### config.mk
export PLATFORM = sky130hd
export DESIGN_NAME = mv_seq_ctrl
export DESIGN_NICKNAME = d
export VERILOG_FILES = /design/src/rtl/mv_seq_ctrl.sv
export SDC_FILE = /design/constraint.sdc
export NUM_CORES = 1
export LEC_CHECK = 0
export CAP_MARGIN = 20
export CORE_MARGIN = 5
export CORE_UTILIZATION = 45
export DETAILED_ROUTE_END_ITERATION = 16
export HOLD_SLACK_MARGIN = 0.02
export PLACE_DENSITY = 0.77
export SETUP_SLACK_MARGIN = 0.2
export SLEW_MARGIN = 5
export SYNTH_ARGS = -nofsm -noshare
export SYNTH_HDL_FRONTEND = slang
export SYNTH_SLANG_ARGS = --single-unit
### constraint.sdc
create_clock -name clk_i -period 2.31 [get_ports clk_i]
set_input_delay 0.3465 -clock clk_i [delete_from_list [all_inputs] [get_ports clk_i]]
set_output_delay 0.3465 -clock clk_i [all_outputs]
set_load 0.005 [all_outputs]
### src/rtl/mv_seq_ctrl.sv
// Sequencing controller for the matrix-vector MAC lane: walks an MxN row-major matrix,
// tags each read so the MAC strobes line up RD_LAT later, and writes one result per row.
module mv_seq_ctrl #(
    parameter  int N          = 4,
    parameter  int M          = 4,
    parameter  int BRAM_DEPTH = 32,
    parameter  int RD_LAT     = 1,
    parameter  int MAC_LAT    = 1,
    localparam int AW         = $clog2(BRAM_DEPTH)
) (
    input  logic          clk_i,
    input  logic          rst_ni,
    input  logic          start_i,
    input  logic          stall_i,
    input  logic [AW-1:0] rd_base_i,
    input  logic [AW-1:0] wr_base_i,
    output logic          rd_en_o,
    output logic [AW-1:0] rd_addr_o,
    output logic          init_o,
    output logic          acc_en_o,
    output logic          shift_en_o,
    output logic          mem_wr_en_o,
    output logic [AW-1:0] wr_addr_o,
    output logic          busy_o,
    output logic          done_o
);
    localparam int CW = $clog2(N) + 1;
    localparam int RW = $clog2(M) + 1;
    localparam logic [CW-1:0] COL_LAST = CW'(N - 1);
    localparam logic [RW-1:0] ROW_LAST = RW'(M - 1);

    typedef enum logic [1:0] {StIdle, StRead, StDrain, StDone} stateT;

    stateT              state_q;
    logic [CW-1:0]      col_q;
    logic [RW-1:0]      row_q;
    logic [RW-1:0]      wrCnt_q;
    logic [AW-1:0]      rdBase_q;
    logic [AW-1:0]      wrAddr_q;
    logic [RD_LAT-1:0]  tagValid_q;
    logic [RD_LAT-1:0]  tagFirst_q;
    logic [RD_LAT-1:0]  tagLast_q;
    logic [MAC_LAT-1:0] wrPipe_q;
    logic               shiftOn_q;

    logic          accept;
    logic          rdEn;
    logic          rowLastAcc;
    logic [AW-1:0] rowOffset;

    assign accept     = start_i && (state_q == StIdle || state_q == StDone);
    assign rdEn       = (state_q == StRead) && !stall_i;
    assign rowOffset  = AW'(int'(row_q) * N);
    assign rowLastAcc = acc_en_o && tagLast_q[RD_LAT-1];

    assign rd_en_o     = rdEn;
    assign rd_addr_o   = rdBase_q + rowOffset + AW'(col_q);
    assign acc_en_o    = tagValid_q[RD_LAT-1];
    assign init_o      = acc_en_o && tagFirst_q[RD_LAT-1];
    assign shift_en_o  = init_o || shiftOn_q;
    assign mem_wr_en_o = wrPipe_q[MAC_LAT-1];
    assign wr_addr_o   = wrAddr_q;
    assign busy_o      = (state_q == StRead) || (state_q == StDrain);
    assign done_o      = (state_q == StDone);

    always_ff @(posedge clk_i or negedge rst_ni) begin
        if (!rst_ni) begin
            state_q  <= StIdle;
            col_q    <= '0;
            row_q    <= '0;
            rdBase_q <= '0;
        end else begin
            case (state_q)
                StIdle, StDone: begin
                    state_q <= StIdle;
                    if (start_i) begin
                        state_q  <= StRead;
                        rdBase_q <= rd_base_i;
                        col_q    <= '0;
                        row_q    <= '0;
                    end
                end
                StRead: begin
                    if (!stall_i) begin
                        if (col_q == COL_LAST) begin
                            col_q <= '0;
                            if (row_q == ROW_LAST) begin
                                state_q <= StDrain;
                            end else begin
                                row_q <= row_q + 1'b1;
                            end
                        end else begin
                            col_q <= col_q + 1'b1;
                        end
                    end
                end
                StDrain: begin
                    if (mem_wr_en_o && wrCnt_q == ROW_LAST) begin
                        state_q <= StDone;
                    end
                end
                default: state_q <= StIdle;
            endcase
        end
    end

    // Tags shift every cycle regardless of stall; a stalled cycle simply injects an empty slot.
    always_ff @(posedge clk_i or negedge rst_ni) begin
        if (!rst_ni) begin
            tagValid_q <= '0;
            tagFirst_q <= '0;
            tagLast_q  <= '0;
            wrPipe_q   <= '0;
            shiftOn_q  <= 1'b0;
            wrAddr_q   <= '0;
            wrCnt_q    <= '0;
        end else begin
            tagValid_q <= RD_LAT'({tagValid_q, rdEn});
            tagFirst_q <= RD_LAT'({tagFirst_q, (col_q == '0)});
            tagLast_q  <= RD_LAT'({tagLast_q, (col_q == COL_LAST)});
            wrPipe_q   <= MAC_LAT'({wrPipe_q, rowLastAcc});
            if (acc_en_o) begin
                shiftOn_q <= !tagLast_q[RD_LAT-1];
            end
            if (accept) begin
                wrAddr_q <= wr_base_i;
                wrCnt_q  <= '0;
            end else if (mem_wr_en_o) begin
                wrAddr_q <= wrAddr_q + 1'b1;
                wrCnt_q  <= wrCnt_q + 1'b1;
            end
        end
    end

endmodule

# [After elaboration in Yosys (flattened, before gate mapping)]
# Cells that the tools add are included.
[word_totals] reg_bits=26 out_inout_bits=17
[op_classes] addsub=6 eq_ne=12 muxes=18 n_reduce_logical=19
[op_table] op="3-bit 2-to-1 mux" n=8
[op_table] op="3-bit case mux with 2 select lines" n=2
[op_table] op="5-bit 2-to-1 mux" n=2
[op_table] op="3-bit by 1-bit adder with 3-bit output, second input constant" n=3
[op_table] op="3-bit by 2-bit equality test with 1-bit output, second input constant" n=3
[op_table] op="2-bit 2-to-1 mux" n=4
[op_table] op="2-bit by 1-bit != test with 1-bit output, second input constant" n=3
[op_table] op="2-bit != test, second input constant" n=3
[op_table] op="2-bit case mux with 3 select lines" n=1
[op_table] op="5-bit by 1-bit adder with 5-bit output, second input constant" n=1
[op_table] op="5-bit by 3-bit adder with 5-bit output" n=1
[op_table] op="5-bit adder" n=1
[op_table] op="1-bit logical AND" n=5
[op_table] op="5-bit AND reduction" n=1
[op_table] op="2-bit equality test, second input constant" n=2
[op_table] op="4-bit AND reduction" n=1
[op_table] op="2-bit nonzero test" n=2
[op_table] op="3-bit logical NOT" n=1
[op_table] op="1-bit logical OR" n=3
[op_table] op="3-bit AND reduction" n=1
[op_table] op="2-bit by 1-bit equality test with 1-bit output, second input constant" n=1
[op_table] op="1-bit logical NOT" n=2
[op_table] op="2-bit logical NOT" n=1
[op_table] op="2-bit AND reduction" n=1
[op_table] op="other kinds (2)" n=2

# [Depth between registers and ports, before layout]
# Gate-level depths: netlist of the first run.
[depth] ltp_word=5 mapped_depth=7

# [Worst setup path before layout of the first run]
# No wires, ideal clock.
[synth_path] kind="reg-to-output" startpoint="register col_q[2]" endpoint="output port rd_addr_o[4]" t_arrival_ns=1.805 t_required_ns=1.964 slack_ns=0.158 path_stages_with_launch=8 path_buffers=0 path_cell_list="dfrtp_1 inv_1 fa_1 inv_1 ha_1 a21o_1 a21oi_1 xnor2_1"
[synth_between] elab_chain_len=1
[synth_rtl] element="start, declared" line_no="35" text="logic [CW-1:0] col_q;"
[synth_rtl] element="start signal, assigned" line_no="93" text="col_q <= col_q + 1'b1;"
[synth_rtl] element="5-bit by 3-bit adder with 5-bit output" line_no="57" text="assign rd_addr_o = rdBase_q + rowOffset + AW'(col_q);"
[synth_rtl] element="end, declared" line_no="18" text="output logic [AW-1:0] rd_addr_o,"
# Every way passes these cells.

# [Worst setup path in the final report of the first run]
[layout_path] startpoint="register col_q[2]" endpoint="output port rd_addr_o[2]"
# The elaborated chain is that of the path after synthesis.

==> results of run 1 <==
per-stage QoR:
stage,cells,utilization
6_report,231,0.6031
5_1_grt,231,0.6031
4_1_cts,230,0.5934
3_5_place_dp,225,0.5800
3_3_place_gp,225,0.5800
2_1_floorplan,145,-
layout make-up:
type	instances	area share
inverter	14	0.02591
multi-input combinational	100	0.4238
clock buffer	4	0.01789
sequential	26	0.3220
timing repair buffer	41	0.1820
tap	46	0.02838
cells by family (layout without fill, tap and decap cells):
group	count (synthesis)	count (layout)	synth area share
fa+ha+maj	18	18	0.1532
compound gates	26	26	0.1085
mux	10	10	0.06784
buf+inv	19	59	0.06305
xor+xnor	9	9	0.05028
flops	26	26	0.4150
simple gates	37	37	0.1421
power groups by stage:
stage	Combinational [mW]	Clock, mW	Sequential (mW)
2_1_floorplan	0.00568	0	0.464
6_report	0.0397	0.235	0.455
5_1_grt	0.0435	0.259	0.455
3_5_place_dp	0.0405	0	0.464
4_1_cts	0.0406	0.241	0.455
3_3_place_gp	0.0386	0	0.464
Yosys cell counts (all sizes together), types with 2 or more instances:
| cell type | instances | share of area |
|---|---|---|
| a21oi | 11 | 0.038 |
| a22o | 4 | 0.022 |
| and2 | 2 | 0.0080 |
| and2b | 3 | 0.016 |
| buf | 4 | 0.021 |
| dfrtp | 26 | 0.42 |
| fa | 2 | 0.026 |
| ha | 16 | 0.13 |
| inv | 14 | 0.034 |
| mux2 | 5 | 0.036 |
| mux2i | 5 | 0.032 |
| nand2 | 3 | 0.0072 |
| nand2b | 2 | 0.0080 |
| nand3 | 3 | 0.0096 |
| nand4 | 4 | 0.016 |
| nor2 | 11 | 0.026 |
| nor2b | 4 | 0.021 |
| o21ai | 6 | 0.019 |
| xnor2 | 5 | 0.028 |
| xor2 | 4 | 0.022 |
worst register-to-register path, cell delays in order, from the launching register on:
cell,delay (ps)
dfrtp_1,410
buf_4,160
ha_1,190
ha_1,230
nor4b_4,380
and2b_1,210
mux2i_1,100
o211ai_2,140
routing by layer:
| layer | vias up | wire, µm | GRT usage |
|---|---|---|---|
| li1 | 571 | - | - |
| met1 | 561 | 1380 | 0.1778 |
| met2 | 22 | 1748 | 0.2701 |
| met3 | 4 | 109 | 0.02326 |
| met4 | 0 | 32 | 0.05206 |
| met5 | - | 0 | 0 |
final timing paths:
path,from,endpoint,slack [ps],cells after the start
hold reg to reg,tagLast_q,shiftOn_q,450,1
setup reg to reg,row_q[0],row_q[2],440,7
hold / removal,rst_ni,col_q[0],370,2
max in group asynchronous,rst_ni,state_q[1],1670,2
setup / recovery,col_q[2],rd_addr_o[2],-160,6
min in group clk_i,tagLast_q,shiftOn_q,450,1
what timing repair did:
action                                  CTS  global route
resized for setup                        19             9
pin swaps                                 6             5
setup buffers                             1             1
cloned                                    0             0
endpoints found under the setup margin    5             5
flip-flops by register name (all words and copies together), names as in the netlist:
| name | count |
|---|---|
| acc_en_o | 1 |
| col_q | 3 |
| mem_wr_en_o | 1 |
| rdBase_q | 5 |
| row_q | 3 |
| shiftOn_q | 1 |
| state_q | 2 |
| tagFirst_q | 1 |
| tagLast_q | 1 |
| wrCnt_q | 3 |
| wr_addr_o | 5 |
==> results_dict.tcl, run 1 <==
set metrics [dict create \
    path_delay_family "adder cells" \
    synth_cells 145 \
    required_ps 1960 \
    grt_first_pass_wirelength_um 5871 \
    final_common_cell "clkdlybuf4s50_1" \
    post_drt_wl_per_cell_um 14.16 \
    grt_util_all_layers 0.1494 \
    grt_pass1_vias 1280 \
    multi_input_area_um2 859.6 \
    setup_violations 3 \
    hp-class "in -> async" \
    setup_ws_ps -163.7 \
    gp_congestion 0.7828 \
    synth-edff-count 0 \
    dieArea_mm2 0.004764 \
    end_kind "primary output" \
    hold_viol_final 0 \
    first_pass_iters 4 \
    relSlewSlack 0.7059 \
    place_area_mm2 0.001951 \
    drive_gt1_frac 0.2378 \
    grt_max_degree 27 \
    drt_iter0_drc 27 \
    path_clk_slew_ps 150 \
    final.period_utilization 1.071 \
    syn-cell-area_mm2 0.001568 \
    whs_ps 365.3 \
    initial_core_util 0.4661 \
    cts_tree "yes" \
    worst-path-buf-inv 4 \
    drv_slew 0 \
    finalInstanceArea_mm2 0.002028 \
    violations "setup timing" \
    worst-path-max-fanout 2 \
    power.density_mw_per_mm2 359.8 \
    nets 218 \
    tightest_slew_ps 441.2 \
    cts_max_path_buffers 2 \
    vias_per_cell 5.013 \
    final_cell_mix "25 x clkdlybuf4s50_1, 24 x dfrtp_1, 13 x ha_1, 11 x nor2_1, 11 x buf_4" \
    startpoint_type "register" \
    cp.arrival_ps 2130 \
    worst_path_largest_cell_delay_ps 540 \
    cts_sinks 26 \
    crit_type "reg -> out" \
    pwr-share-comb 0.054 \
    critPathSlowestCell "fa_1" \
    cts_root_buf "clkbuf_4" \
    grt_antenna_before_repair 0 \
    synthArstFlopShare 1.000 \
    syn_to_final_growth_pct 29.37 \
    dieWidth_um 69.03 \
    drt_wl_total_um 3270 \
    grt_setup_unrepaired "true" \
    antennaDiodeCount 0 \
    dp_hpwl_um 2558 \
    io_pins 31 \
    switching_share 0.2124 \
    crit_chain "inv_2, fa_1, inv_2, buf_4, fa_2, buf_2" \
    peakVddDrop_mv 0.2782 \
    period_needed_ps 2474 \
    status "complete, but fails checks" \
    clock_latency_ps 330 \
    max_cap_viol_count 0 \
    finalPower_uw 729.7 \
    ys_seq_area_frac 0.4150 \
    ctsHoldBuffers 0 \
    ys.flop_type "dfrtp_1" \
    numCtsBuffers 3 \
    synth.avg_cell_area_um2 10.81 \
    synth_nets 177 \
    clkPwrFrac 0.322 \
    num_vias 1158 \
    rows 21 \
    synth_warnings 0 \
    yosysUniqueCellTypes 36 \
    p_switching_uw 155.0 \
    ys_ff_latch 26 \
    p_leak_nw 0.9121 \
    fillerInstances 294 \
    die_h_um 69.03 \
    internal-power_uw 574.7 \
    overflow 0 \
    core_mm2 0.003363 \
    fmax_mhz 404.3 \
    crit_top_cell "inv_2" \
    ant_nets 0 \
    htreeDepth 1 \
    pwr-share-seq 0.624 \
    drc 0 \
    port_buffers 30 \
    fin_skew_ps 14.26 \
    regArea_um2 653.1 \
    fin_tns_setup_ps -448.8 \
    pre_cts_ws_ps -280.2 \
]
Note: power is estimated with default switching activity, not from simulation.
==> run 2, diff against run 1 <==
- CORE_ASPECT_RATIO: unset -> 0.7
- CTS_CLUSTER_DIAMETER: unset -> 40
==> run 2 against run 1 <==
The flow still finishes with violations (setup timing). Final cell count fell by 1.3%. Wire length shrank 2.2%. Setup slack better by 130 ps. Combinational power hardly changed. Global-route usage fell by 0.064 points. Via count is 1.5% lower. Largest cell class unchanged. Count of clock-buffer cells in the layout is 1 lower. First-iteration DRC count increased by 120%.
==> results_dict.tcl, run 2 (same netlist as run 1, synthesis figures left out) <==
set metrics [dict create \
    status "complete, but fails checks" \
    violations "setup timing" \
    regArea_um2 651.9 \
    max_cap_viol_count 0 \
    setup_violations 1 \
    startpoint_type "register" \
    grt_setup_unrepaired "true" \
    drt_wl_total_um 3198 \
    end_kind "primary output" \
    finalInstanceArea_mm2 0.002008 \
    final_common_cell "clkdlybuf4s50_1" \
    final_cell_mix "26 x clkdlybuf4s50_1, 25 x dfrtp_1, 13 x ha_1, 11 x inv_1, 11 x nor2_1" \
    dieWidth_um 80.55 \
    cp.arrival_ps 2000 \
    drv_slew 0 \
    drive_gt1_frac 0.1989 \
    r2r_setup_slack_ps 420 \
    clock_latency_ps 270 \
    p_leak_nw 0.9016 \
    cts_root_buf "clkbuf_8" \
    dp_hpwl_um 2492 \
    gp_congestion 0.7811 \
    num_vias 1141 \
    cts_tree "yes" \
    hold_viol_final 0 \
    place_area_mm2 0.001944 \
    worst-path-max-fanout 2 \
    layout.cells.non_filler 228 \
    rows 17 \
    port_buffers 30 \
    peakVddDrop_mv 0.2836 \
    first_pass_iters 4 \
    final.period_utilization 1.015 \
    dieArea_mm2 0.004783 \
    fin_tns_setup_ps -33.68 \
    antennaDiodeCount 0 \
    syn_to_final_growth_pct 28.09 \
    setup_ws_ps -33.68 \
    grt_first_pass_wirelength_um 5471 \
    multi_input_area_um2 859.6 \
    fin_skew_ps 5.456 \
    wl_met3_um 124 \
    cts_max_path_buffers 2 \
    overflow 0 \
    path_clk_slew_ps 80 \
    wl_met1_um 1438 \
    cts_setup_buffers 0 \
    post_drt_wl_per_cell_um 14.03 \
    top_layer "met4" \
    reg2reg_depth 7 \
    drc 0 \
    io_pins 31 \
    dp_cells 225 \
    power.density_mw_per_mm2 369.7 \
    drt_iter0_drc 59 \
    grt_antenna_before_repair 0 \
    vias_per_cell 5.004 \
    htreeDepth 1 \
    grt_pass1_vias 1176 \
    tightest_slew_ps 443.2 \
    initial_core_util 0.4817 \
    fillerInstances 264 \
    ctsHoldBuffers 0 \
    grt_max_degree 27 \
    hp-class "in -> async" \
    final_core_util 0.6171 \
    numCtsBuffers 3 \
    fmax_mhz 426.7 \
    relSlewSlack 0.7045 \
    grt_util_all_layers 0.1487 \
    wl_met2_um 1609 \
    cts_sinks 26 \
    required_ps 1960 \
    crit_type "reg -> out" \
    core_mm2 0.003254 \
    period_needed_ps 2344 \
    ant_nets 0 \
    nets 215 \
    die_h_um 59.39 \
]
## run 2: cell types whose count changed in the layout (fill, tap and decap cells not counted)
cell             before  now
buf_4                11    8
clkbuf_4              3    0
clkbuf_8              1    3
clkdlybuf4s50_1      25   26
dfrtp_1              24   25
dfrtp_2               2    1
dlymetal6s2s_1        1    0
inv_1                 8   11
inv_2                 6    3
## run 2: repair_timing
item                                   in CTS  in global routing
setup endpoints to repair                   4                  4
endpoints found under the hold margin       0                  0
pin swaps                                   7                  4
resized for setup                          20                  3
## run 2: per-stage QoR
step	power (mW)	hold WS [ps]	worst slack (ps)
floorplan	0.4696	50.91	213.3
global placement	0.5026	424.5	-211.0
detailed placement	0.5039	440.4	-228.3
CTS	0.7511	447.2	-76.23
global route	0.7696	465.1	-161.7
finish	0.7424	434.9	-33.68
## run 2: critical path: stages, from the launching register on
cell and delay [ps]:
dfrtp_1 370, inv_2 50, fa_1 540, inv_2 60, ha_4 200, a21o_1 150
a21oi_2 120, xnor2_1 120, buf_2 130
## run 2: layout make-up
cell class,instances,share of cell area
inverters,14,0.02617
well taps,47,0.02928
repair buffers,38,0.1713
clock buffers,3,0.02056
multi-input cells,100,0.4280
flip-flops and latches,26,0.3246
## run 2: path summary, 6_finish.rpt
path                       startpoint           end
max reg2reg                  row_q[0]      row_q[2]
min                            rst_ni      row_q[0]
max                          col_q[2]  rd_addr_o[4]
min reg2reg                 tagLast_q     shiftOn_q
min in group clk_i          tagLast_q     shiftOn_q
max in group asynchronous      rst_ni    state_q[1]
## run 2: routing by layer
| layer | up-vias | track usage |
|---|---|---|
| met2 | 20 | 0.2559 |
| met1 | 551 | 0.1921 |
| met3 | 2 | 0.03040 |
| li1 | 568 | - |
| met4 | 0 | 0.03855 |
| met5 | - | 0 |
## run 2: power by group
group / total (mW) / switching, mW / leakage, nW / internal (mW)
registers: 0.455 / 0 / 0.311 / 0.455
logic: 0.0399 / 0.0169 / 0.569 / 0.0230
clock network: 0.248 / 0.131 / 0.0216 / 0.117
==> run 3, diff against run 2 <==
- HOLD_SLACK_MARGIN: 0.02 -> unset
- clock period: 2.31 -> 2.3 ns (I/O delays scaled with it)
==> run 3 against run 2 <==
Flip-flop and latch count is the same. Final cell count increased by 0.88%. Worst hold slack got worse by 0.62 ps. Count of clock-buffer cells in the layout is the same. Power rose by 0.51%. Critical path type unchanged. Non-clock buffer count grew 2. Largest cell class unchanged. Clock skew fell by 0.68 ps. Utilization grew 0.46 points. The run still ends with setup timing left. Highest routed layer unchanged. Critical path depth unchanged.
==> results_dict.tcl, run 3 (same netlist as run 1, synthesis figures left out) <==
set metrics [dict create \
    end_kind "primary output" \
    fin_skew_ps 4.779 \
    setup_violations 1 \
    reg2reg_depth 7 \
    dp_cells 225 \
    core_mm2 0.003254 \
    syn_to_final_growth_pct 29.05 \
    relSlewSlack 0.6978 \
    post_drt_wl_per_cell_um 13.96 \
    path_clk_slew_ps 80 \
    p_switching_uw 149.4 \
    antennaDiodeCount 0 \
    whs_ps 434.3 \
    pwr-share-comb 0.054 \
    initial_core_util 0.4817 \
    p_leak_nw 0.9125 \
    cts_sinks 26 \
    drv_slew 0 \
    grt_max_degree 27 \
    switching_share 0.2002 \
    layout.cells.non_filler 230 \
    overflow 0 \
    internal-power_uw 596.8 \
    cts_root_buf "clkbuf_8" \
    num_vias 1158 \
    grt_antenna_before_repair 0 \
    grtUsageMet3 0.03040 \
    startpoint_type "register" \
    max_cap_viol_count 0 \
    status "complete, but fails checks" \
    cts_tree "yes" \
    r2r-end "row_q[2]" \
    top_usage_layer "met2" \
    cp.arrival_ps 2000 \
    required_ps 1960 \
    cts_max_path_buffers 2 \
    violations "setup timing" \
    drc 0 \
    tightest_slew_ps 453.2 \
    regArea_um2 651.9 \
    drt_wl_total_um 3210 \
    use_met1 0.1940 \
    fmax_mhz 427.0 \
    gp_congestion 0.7811 \
    r2r-start "row_q[0]" \
    period_needed_ps 2342 \
    worst_path_largest_cell_delay_ps 540 \
    power.density_mw_per_mm2 368.8 \
    crit_top_cell "inv_2" \
    rows 17 \
    grt_pass1_vias 1175 \
    peakVddDrop_mv 0.2845 \
    vias_per_cell 5.035 \
    crit_chain "inv_2, fa_1, inv_2, ha_4, a21o_1, a21oi_2, xnor2_1, buf_2" \
    path_delay_family "adder cells" \
    io_pins 31 \
    clkPwrFrac 0.334 \
    grt_first_pass_wirelength_um 5506 \
    final_cell_mix "26 x clkdlybuf4s50_1, 25 x dfrtp_1, 13 x ha_1, 11 x inv_1, 11 x nor2_1" \
    first_pass_iters 4 \
    pwr-share-seq 0.612 \
    fillerInstances 262 \
    worst-path-max-fanout 2 \
    clock_latency_ps 270 \
    multi_input_area_um2 859.6 \
    htreeDepth 1 \
    die_h_um 59.39 \
    drt_iter0_drc 59 \
    critPathSlowestCell "fa_1" \
    grt.met2_usage 0.2559 \
    dieArea_mm2 0.004783 \
    nets 217 \
    fin_tns_setup_ps -41.91 \
    setup_ws_ps -41.91 \
    final_common_cell "clkdlybuf4s50_1" \
    dp_hpwl_um 2491 \
    grt_setup_unrepaired "true" \
    drive_gt1_frac 0.2077 \
    hold_viol_final 0 \
    port_buffers 30 \
    r2r_setup_slack_ps 410 \
    ant_nets 0 \
    grt_util_all_layers 0.1494 \
    numCtsBuffers 3 \
    crit_type "reg -> out" \
    hp-class "in -> async" \
    dieWidth_um 80.55 \
    worst-path-buf-inv 3 \
    final.period_utilization 1.018 \
]
## run 3: metrics by stage
stage / area [µm²] / util / total power [mW] / worst slack (ps)
after floorplan: 1572 / - / 0.4716 / 204.8
after global placement: 1944 / 0.5975 / 0.5048 / -219.5
after detailed placement: 1944 / 0.5975 / 0.5061 / -236.8
after CTS: 2007 / 0.6167 / 0.7544 / -84.73
after global routing: 2023 / 0.6217 / 0.7730 / -170.2
final: 2023 / 0.6217 / 0.7463 / -41.91
## run 3: layout make-up
| class | instances | share of cell area |
|---|---|---|
| clock buffer | 3 | 0.02041 |
| inverter | 14 | 0.02597 |
| multi-input combinational | 100 | 0.4249 |
| sequential | 26 | 0.3222 |
| tap | 47 | 0.02907 |
| timing repair buffer | 40 | 0.1775 |
## run 3: worst max path at each step
stage                        end  startpoint  cells past startpoint  slack (ps)
detailed placement  rd_addr_o[4]    col_q[2]                      8        -240
floorplan           rd_addr_o[4]    col_q[2]                      7         200
global placement    rd_addr_o[4]    col_q[2]                      8        -220
CTS                 rd_addr_o[4]    row_q[0]                      8         -80
finish              rd_addr_o[4]    col_q[2]                      8         -40
global route        rd_addr_o[4]    col_q[2]                      8        -170
## run 3: power groups by stage
| stage | Sequential (mW) | Combinational [mW] | Clock (mW) |
|---|---|---|---|
| 2_1_floorplan | 0.466 | 0.00571 | 0 |
| 3_3_place_gp | 0.466 | 0.0390 | 0 |
| 3_5_place_dp | 0.466 | 0.0403 | 0 |
| 4_1_cts | 0.457 | 0.0405 | 0.257 |
| 5_1_grt | 0.457 | 0.0446 | 0.272 |
| 6_report | 0.457 | 0.0402 | 0.249 |
## run 3: repair_timing
action	4_1_cts	5_1_grt
hold buffers	0	0
buffers inserted	1	1
gates resized for setup	20	3
endpoints found under the setup margin	5	5
pin swaps	6	4
## run 3: layer usage
metal / part of all wire / vias up / routed length [µm]
met1: 0.46 / 560 / 1461
met4: 0.0078 / 0 / 25
li1: - / 574 / -
met3: 0.039 / 2 / 126
met5: 0 / - / 0
met2: 0.50 / 22 / 1595
## run 3: worst register-to-register path, stage by stage (launching register included)
cell	delay [ps]
dfrtp_1	390
buf_4	160
ha_1	190
ha_1	230
nor4b_4	410
and2b_1	220
mux2i_1	100
o211ai_2	140
